[config.mk]
export PLATFORM = sky130hd
export DESIGN_NAME = pe_action_table_ctrl
export DESIGN_NICKNAME = d
export VERILOG_FILES = /design/src/rtl/pe_types.sv /design/src/rtl/pe_rr_arbiter.sv /design/src/rtl/pe_action_table_ctrl.sv
export SDC_FILE = /design/constraint.sdc
export NUM_CORES = 1
export LEC_CHECK = 0
export ABC_CLOCK_PERIOD_IN_PS = 8400
export CAP_MARGIN = 5
export CORE_MARGIN = 1
export CORE_UTILIZATION = 30
export DETAILED_ROUTE_END_ITERATION = 7
export PLACE_DENSITY = 0.66
export SETUP_SLACK_MARGIN = 0.3
export SLEW_MARGIN = 20
export SYNTH_ARGS = -nofsm -noshare
export SYNTH_HDL_FRONTEND = slang
export SYNTH_HIERARCHICAL = 1
export SYNTH_SLANG_ARGS = --single-unit
[constraint.sdc]
create_clock -name clk -period 8.4 [get_ports clk]
set_input_delay 2.52 -clock clk [delete_from_list [all_inputs] [get_ports clk]]
set_output_delay 2.52 -clock clk [all_outputs]
set_load 0.01 [all_outputs]
[src/rtl/pe_types.sv]
// Shared PE types: action-table PID/entry formats and the table controller state encoding.
package pe_types;

    localparam int unsigned PAT_SIZE      = 16;
    localparam int unsigned PID_W         = $clog2(PAT_SIZE);
    localparam int unsigned PAT_RSVD_PIDS = 2;

    typedef logic [PID_W-1:0] pid_t;

    typedef struct packed {
        logic       valid;
        logic [2:0] action;
        logic [3:0] port;
        logic [7:0] meta;
    } action_table_entry_t;

    typedef enum logic {PAT_INIT, PAT_RUN} pat_ctrl_state_t;

    function automatic logic is_rsvd_pid(input pid_t pid);
        return pid < pid_t'(PAT_RSVD_PIDS);
    endfunction

endpackage

[src/rtl/pe_rr_arbiter.sv]
// Combinational round-robin arbiter: grants the lowest requesting index at or above ptr,
// wrapping around. One-hot grant, all-zero when nothing requests.
module pe_rr_arbiter #(
    parameter int unsigned NUM_REQ = 4,
    parameter int unsigned PTR_W   = (NUM_REQ > 1) ? $clog2(NUM_REQ) : 1
) (
    input  logic [NUM_REQ-1:0] req,
    input  logic [PTR_W-1:0]   ptr,
    output logic [NUM_REQ-1:0] gnt
);

    logic [PTR_W:0]   sum;
    logic [PTR_W-1:0] idx;
    logic             found;

    always_comb begin
        gnt   = '0;
        found = 1'b0;
        sum   = '0;
        idx   = '0;
        for (int i = 0; i < NUM_REQ; i++) begin
            sum = {1'b0, ptr} + (PTR_W+1)'(i);
            // ptr is always < NUM_REQ, so a single subtraction wraps the index
            if (sum >= (PTR_W+1)'(NUM_REQ)) begin
                sum = sum - (PTR_W+1)'(NUM_REQ);
            end
            idx = sum[PTR_W-1:0];
            if (!found && req[idx]) begin
                gnt[idx] = 1'b1;
                found    = 1'b1;
            end
        end
    end

endmodule

[src/rtl/pe_action_table_ctrl.sv]
// Owner of the single action-table port: zero-sweeps the table after reset, then arbitrates
// config writes against round-robin lane lookups, returning registered lookup data.
module pe_action_table_ctrl
    import pe_types::*;
#(
    parameter int unsigned NUM_REQ      = 4,
    parameter int unsigned WR_BURST_MAX = 4
) (
    input  logic                       clk,
    input  logic                       rst,
    input  logic                       cfg_valid,
    output logic                       cfg_ready,
    input  pid_t                       cfg_pid,
    input  action_table_entry_t        cfg_entry,
    output logic                       cfg_err,
    input  logic [NUM_REQ-1:0]         lk_valid,
    output logic [NUM_REQ-1:0]         lk_ready,
    input  logic [NUM_REQ*PID_W-1:0]   lk_pid,
    output logic [NUM_REQ-1:0]         rsp_valid,
    output action_table_entry_t        rsp_entry,
    output logic                       rsp_rsvd,
    output logic                       init_done,
    output logic                       at_write_en,
    output pid_t                       at_pid,
    output action_table_entry_t        at_w_entry,
    input  action_table_entry_t        at_entry
);

    localparam int unsigned RR_W = (NUM_REQ > 1) ? $clog2(NUM_REQ) : 1;
    localparam int unsigned BC_W = $clog2(WR_BURST_MAX + 1);

    pat_ctrl_state_t     state_q, state_d;
    pid_t                sweep_q, sweep_d;
    logic [RR_W-1:0]     rr_q, rr_d;
    logic [BC_W-1:0]     burst_q, burst_d;
    logic [NUM_REQ-1:0]  rsp_valid_q;
    action_table_entry_t rsp_entry_q;
    logic                rsp_rsvd_q;
    logic                cfg_err_q;
    logic                init_done_q;

    logic [NUM_REQ-1:0]  arb_gnt;
    logic [RR_W-1:0]     gnt_idx;
    pid_t                sel_pid;
    logic                lk_any;
    logic                cfg_win;
    logic                cfg_fire;
    logic                lk_fire;

    pe_rr_arbiter #(
        .NUM_REQ (NUM_REQ),
        .PTR_W   (RR_W)
    ) u_arb (
        .req (lk_valid),
        .ptr (rr_q),
        .gnt (arb_gnt)
    );

    always_comb begin
        gnt_idx = '0;
        sel_pid = '0;
        for (int g = 0; g < NUM_REQ; g++) begin
            if (arb_gnt[g]) begin
                gnt_idx = RR_W'(g);
                sel_pid = lk_pid[g*PID_W +: PID_W];
            end
        end
    end

    assign lk_any  = |lk_valid;
    // Config yields only once it has taken WR_BURST_MAX grants back-to-back against waiting lanes
    assign cfg_win = cfg_valid && (!lk_any || (burst_q < BC_W'(WR_BURST_MAX)));

    always_comb begin
        state_d     = state_q;
        sweep_d     = sweep_q;
        rr_d        = rr_q;
        burst_d     = burst_q;
        cfg_ready   = 1'b0;
        lk_ready    = '0;
        at_write_en = 1'b0;
        at_pid      = '0;
        at_w_entry  = '0;
        cfg_fire    = 1'b0;
        lk_fire     = 1'b0;
        if (!rst) begin
            unique case (state_q)
                PAT_INIT: begin
                    at_write_en = 1'b1;
                    at_pid      = sweep_q;
                    sweep_d     = sweep_q + pid_t'(1);
                    if (sweep_q == pid_t'(PAT_SIZE - 1)) begin
                        state_d = PAT_RUN;
                    end
                end
                PAT_RUN: begin
                    if (cfg_win) begin
                        cfg_ready   = 1'b1;
                        cfg_fire    = 1'b1;
                        at_pid      = cfg_pid;
                        at_w_entry  = cfg_entry;
                        at_write_en = !is_rsvd_pid(cfg_pid);
                        if (!lk_any) begin
                            burst_d = '0;
                        end else if (burst_q != BC_W'(WR_BURST_MAX)) begin
                            burst_d = burst_q + BC_W'(1);
                        end
                    end else if (lk_any) begin
                        lk_ready = arb_gnt;
                        lk_fire  = 1'b1;
                        at_pid   = sel_pid;
                        rr_d     = (gnt_idx == RR_W'(NUM_REQ - 1)) ? '0 : gnt_idx + RR_W'(1);
                        burst_d  = '0;
                    end
                end
                default: state_d = PAT_INIT;
            endcase
        end
    end

    always_ff @(posedge clk) begin
        if (rst) begin
            state_q     <= PAT_INIT;
            sweep_q     <= pid_t'(PAT_RSVD_PIDS);
            rr_q        <= '0;
            burst_q     <= '0;
            rsp_valid_q <= '0;
            rsp_entry_q <= '0;
            rsp_rsvd_q  <= 1'b0;
            cfg_err_q   <= 1'b0;
            init_done_q <= 1'b0;
        end else begin
            state_q     <= state_d;
            sweep_q     <= sweep_d;
            rr_q        <= rr_d;
            burst_q     <= burst_d;
            rsp_valid_q <= lk_fire ? arb_gnt : '0;
            if (lk_fire) begin
                rsp_entry_q <= is_rsvd_pid(sel_pid) ? '0 : at_entry;
            end
            rsp_rsvd_q  <= lk_fire && is_rsvd_pid(sel_pid);
            cfg_err_q   <= cfg_fire && is_rsvd_pid(cfg_pid);
            init_done_q <= (state_d == PAT_RUN);
        end
    end

    assign rsp_valid = rsp_valid_q;
    assign rsp_entry = rsp_entry_q;
    assign rsp_rsvd  = rsp_rsvd_q;
    assign cfg_err   = cfg_err_q;
    assign init_done = init_done_q;

endmodule

==> metrics.txt <==
Filler Cell Count=546; reported max-cap violation count=0; antenna fix cells=0; global route overflow=0; Post-Route Skew=0.00431 ns; Yosys top cell area share=0.338; most common cell after layout, fill and taps aside=sky130_fd_sc_hd__clkdlybuf4s50_1; setup repair after global routing missed its margin=false; category of the worst setup path launch point=input pin; layout cells sized above 1=0.137; Antenna Nets Post-Route=0; detailed-route wire length=5250 um; source-to-sink clock delay at the later pin of the worst-skew pair=0.29 ns; routed via count divided by cell count=4.92; ratio of total power to cell area=116 mW/mm2; post-synthesis sequential area ratio=0.338; length of the first detailed-routing pass in iterations=4; placer's final routability congestion estimate=0.755; drc violations=0; number of I/O pins=108; Core Region=0.00599 mm2; count of unique library cells instantiated by Yosys=51; cell-internal power=0.285 mW; net count of the finished layout=380; P_leak=1.28 nW; Max Clock Freq=0.127 GHz; final setup violation count=0; fin. max-slew vios=0; combined buffer and inverter count along the critical path=2; crit-path max FO=6; number of sinks on the clock net=32; total CTS buffers=5; result of the run=finished clean; commonest cells after routing, fill and taps aside=sky130_fd_sc_hd__clkdlybuf4s50_1 (103), sky130_fd_sc_hd__dfxtp_1 (32), sky130_fd_sc_hd__and3_1 (16), sky130_fd_sc_hd__nand2_1 (16), sky130_fd_sc_hd__a22o_1 (13); Critical Path, Cell by Cell=clkdlybuf4s50_1, mux4_2, nor3b_2, a221o_1, or4bb_1, a32oi_2, a32oi_1, a21oi_1, dlygate4sd2_1; FF-to-FF path depth=11; critical path data required time=5.88 ns; Hold Path Depth=1; wire length of the first global-routing pass=7760 um; initial core utilization=0.316; mapped cell area=0.00189 mm2; maximum number of pins on one net before global-route repair=23; transition time of the tightest slew-check pin=0.624 ns; share of the cycle needed by the critical path after routing=0.940; dominant delay contributor by cell family on the critical path=compound AO/OA/AOI/OAI gates; Flop pwr share=0.420; Final Hold Vio Count=0; port buffer count=107; floorplan die width=81.4 um; Critical Path AT=5.38 ns; Yosys top cell by area=sky130_fd_sc_hd__dfxtp_1; worst-case clock buffer depth=2; Placement Rows=28; CP Capture Type=output port; Area Growth Syn to Fin=69.3%; fraction of power consumed by the clock network=0.397; register bit total from synthesis=32; Tot Pwr=0.372 mW; worst min path class=register to register; Post-Syn Instances=201; Starting DRT DRC Count=82; share of the core filled with cells in the final layout=0.535; largest cells by area after synthesis=sky130_fd_sc_hd__dfxtp_1 (34%), sky130_fd_sc_hd__a22o_1 (6.0%), sky130_fd_sc_hd__ha_1 (5.9%); slowest cell delay on critical path=0.54 ns; quantity of hold-fixing buffers added after cts=0; Crit Path Category=input pin to output port; CTS HTree Levels=2; HPWL after DPL=3860 um; detailed-route via count=1909; Die Outline Area=0.00663 mm2; detailed-route wire length per cell=13.5 um; clock-pin slew of the registers on the worst-case setup and hold paths=0.07 ns; headroom to the max-slew limit=0.583; chip height=81.4 um; Net Sw Frac=0.234; vias in the first global route=1709; Avg Inst Size Synth=9.42 um2; cell with the largest stage delay on the worst path=sky130_fd_sc_hd__mux4_2; net count of the mapped netlist=269; number of antenna violations at the first check in global routing=0; Worst path depth=9; Sum Neg Setup Slack=0 ns; CTS root buf=sky130_fd_sc_hd__clkbuf_8; VDD IR-drop max=78.8 uV; final critical path time including I/O delays and setup=7.90 ns; combinational cell fraction of total power=0.184; CTS tree=built; total routing usage reported by global routing=0.156; Switching Power=0.0871 mW; Syn. warnings=6
[cell families after synthesis]
logic type | synth area share
compound gates | 0.212
mux | 0.0549
buf+inv | 0.0608
flops | 0.338
xor+xnor | 0.0139
fa+ha+maj | 0.0595
simple gates | 0.261
[path summary, 6_finish.rpt]
path	from	endpoint	slack (ns)
setup / recovery	lk_valid[1]	at_pid[3]	0.50
hold / removal	rsp_entry[10]	rsp_entry[10]	0.48
setup reg to reg	rr_q[0]	rsp_entry[5]	4.99
hold reg to reg	rsp_entry[10]	rsp_entry[10]	0.48
[state kept, by name, indices dropped and copies added, names as in the netlist]
signal,cells
burst_q,3
cfg_err,1
init_done,1
rr_q,2
rsp_entry,16
rsp_rsvd,1
rsp_valid,4
sweep_q,4
[per-layer routing]
metal | vias to the layer above | track usage | wire length (um)
met5 | - | 0 | 0
met4 | 0 | 0.0679 | 76
met3 | 8 | 0.0633 | 740
met2 | 107 | 0.268 | 2260
met1 | 830 | 0.169 | 2170
li1 | 964 | - | -
[metrics by stage]
| step | hold slack, ns | instances | area [um2] | setup slack [ns] |
|---|---|---|---|---|
| final | 0.480 | 388 | 3210 | 0.504 |
| after global routing | 0.497 | 388 | 3210 | 0.326 |
| after CTS | 0.484 | 385 | 3180 | 0.300 |
| after detailed placement | 0.465 | 376 | 3030 | 0.0161 |
| after global placement | 0.461 | 376 | 3030 | 0.0571 |
| after floorplan | 0.457 | 201 | 1890 | 1.17 |
[worst reg2reg max path: cells and delay by family, from the launching register on]
family,cells,cell delay [ns]
AND/OR/NAND/NOR,2,0.51
flip-flops,1,0.62
buffers and inverters,3,0.47
multiplexers,1,0.39
adder cells (fa/ha/maj),1,0.35
AO/OA/AOI/OAI,4,0.96
[repair_timing]
item / in CTS / in global routing
setup buffers: 0 / 3
pin swaps: 2 / 2
resized for setup: 6 / 2
cloned: 1 / 0
setup endpoints to repair: 4 / 2
[power groups by stage]
| stage | Sequential (mW) | Clock, mW | Combinational (mW) |
|---|---|---|---|
| final | 0.156 | 0.148 | 0.0683 |
| after floorplan | 0.159 | 0 | 0.0261 |
| after CTS | 0.156 | 0.151 | 0.0664 |
| after global routing | 0.156 | 0.157 | 0.0738 |
| after global placement | 0.160 | 0 | 0.0637 |
| after detailed placement | 0.160 | 0 | 0.0642 |
[synthesized netlist by cell type, drive strengths merged]
library cell / number
xor2: 2
nor2b: 7
and4b: 1
and2: 7
or4bb: 1
nand4bb: 1
o21ai: 8
a32oi: 3
a31oi: 3
a211o: 1
nand4: 1
o31ai: 1
nor4: 1
and3: 18
nor3b: 2
mux2i: 1
buf: 10
clkbuf: 4
nand3: 2
nand2: 16
xnor2: 1
nand2b: 1
a221o: 4
o31a: 1
ha: 9
a21boi: 1
a21oi: 8
nor4b: 2
or2b: 1
or3: 1
or4: 1
a22oi: 2
a22o: 16
a311oi: 1
mux4: 4
nor2: 12
inv: 8
dfxtp: 32
nand3b: 3
a211oi: 3
[layout make-up]
cell class / instances / area, um2 / area share
Multi-Input combinational cell: 148 / 1180 / 0.370
Timing Repair Buffer: 117 / 1150 / 0.358
Sequential cell: 32 / 641 / 0.200
Tap cell: 75 / 93.8 / 0.0293
Clock buffer: 6 / 72.6 / 0.0226
Clock inverter: 2 / 35.0 / 0.0109
Inverter: 8 / 30.0 / 0.00937
(Power assumes the default switching activity.)
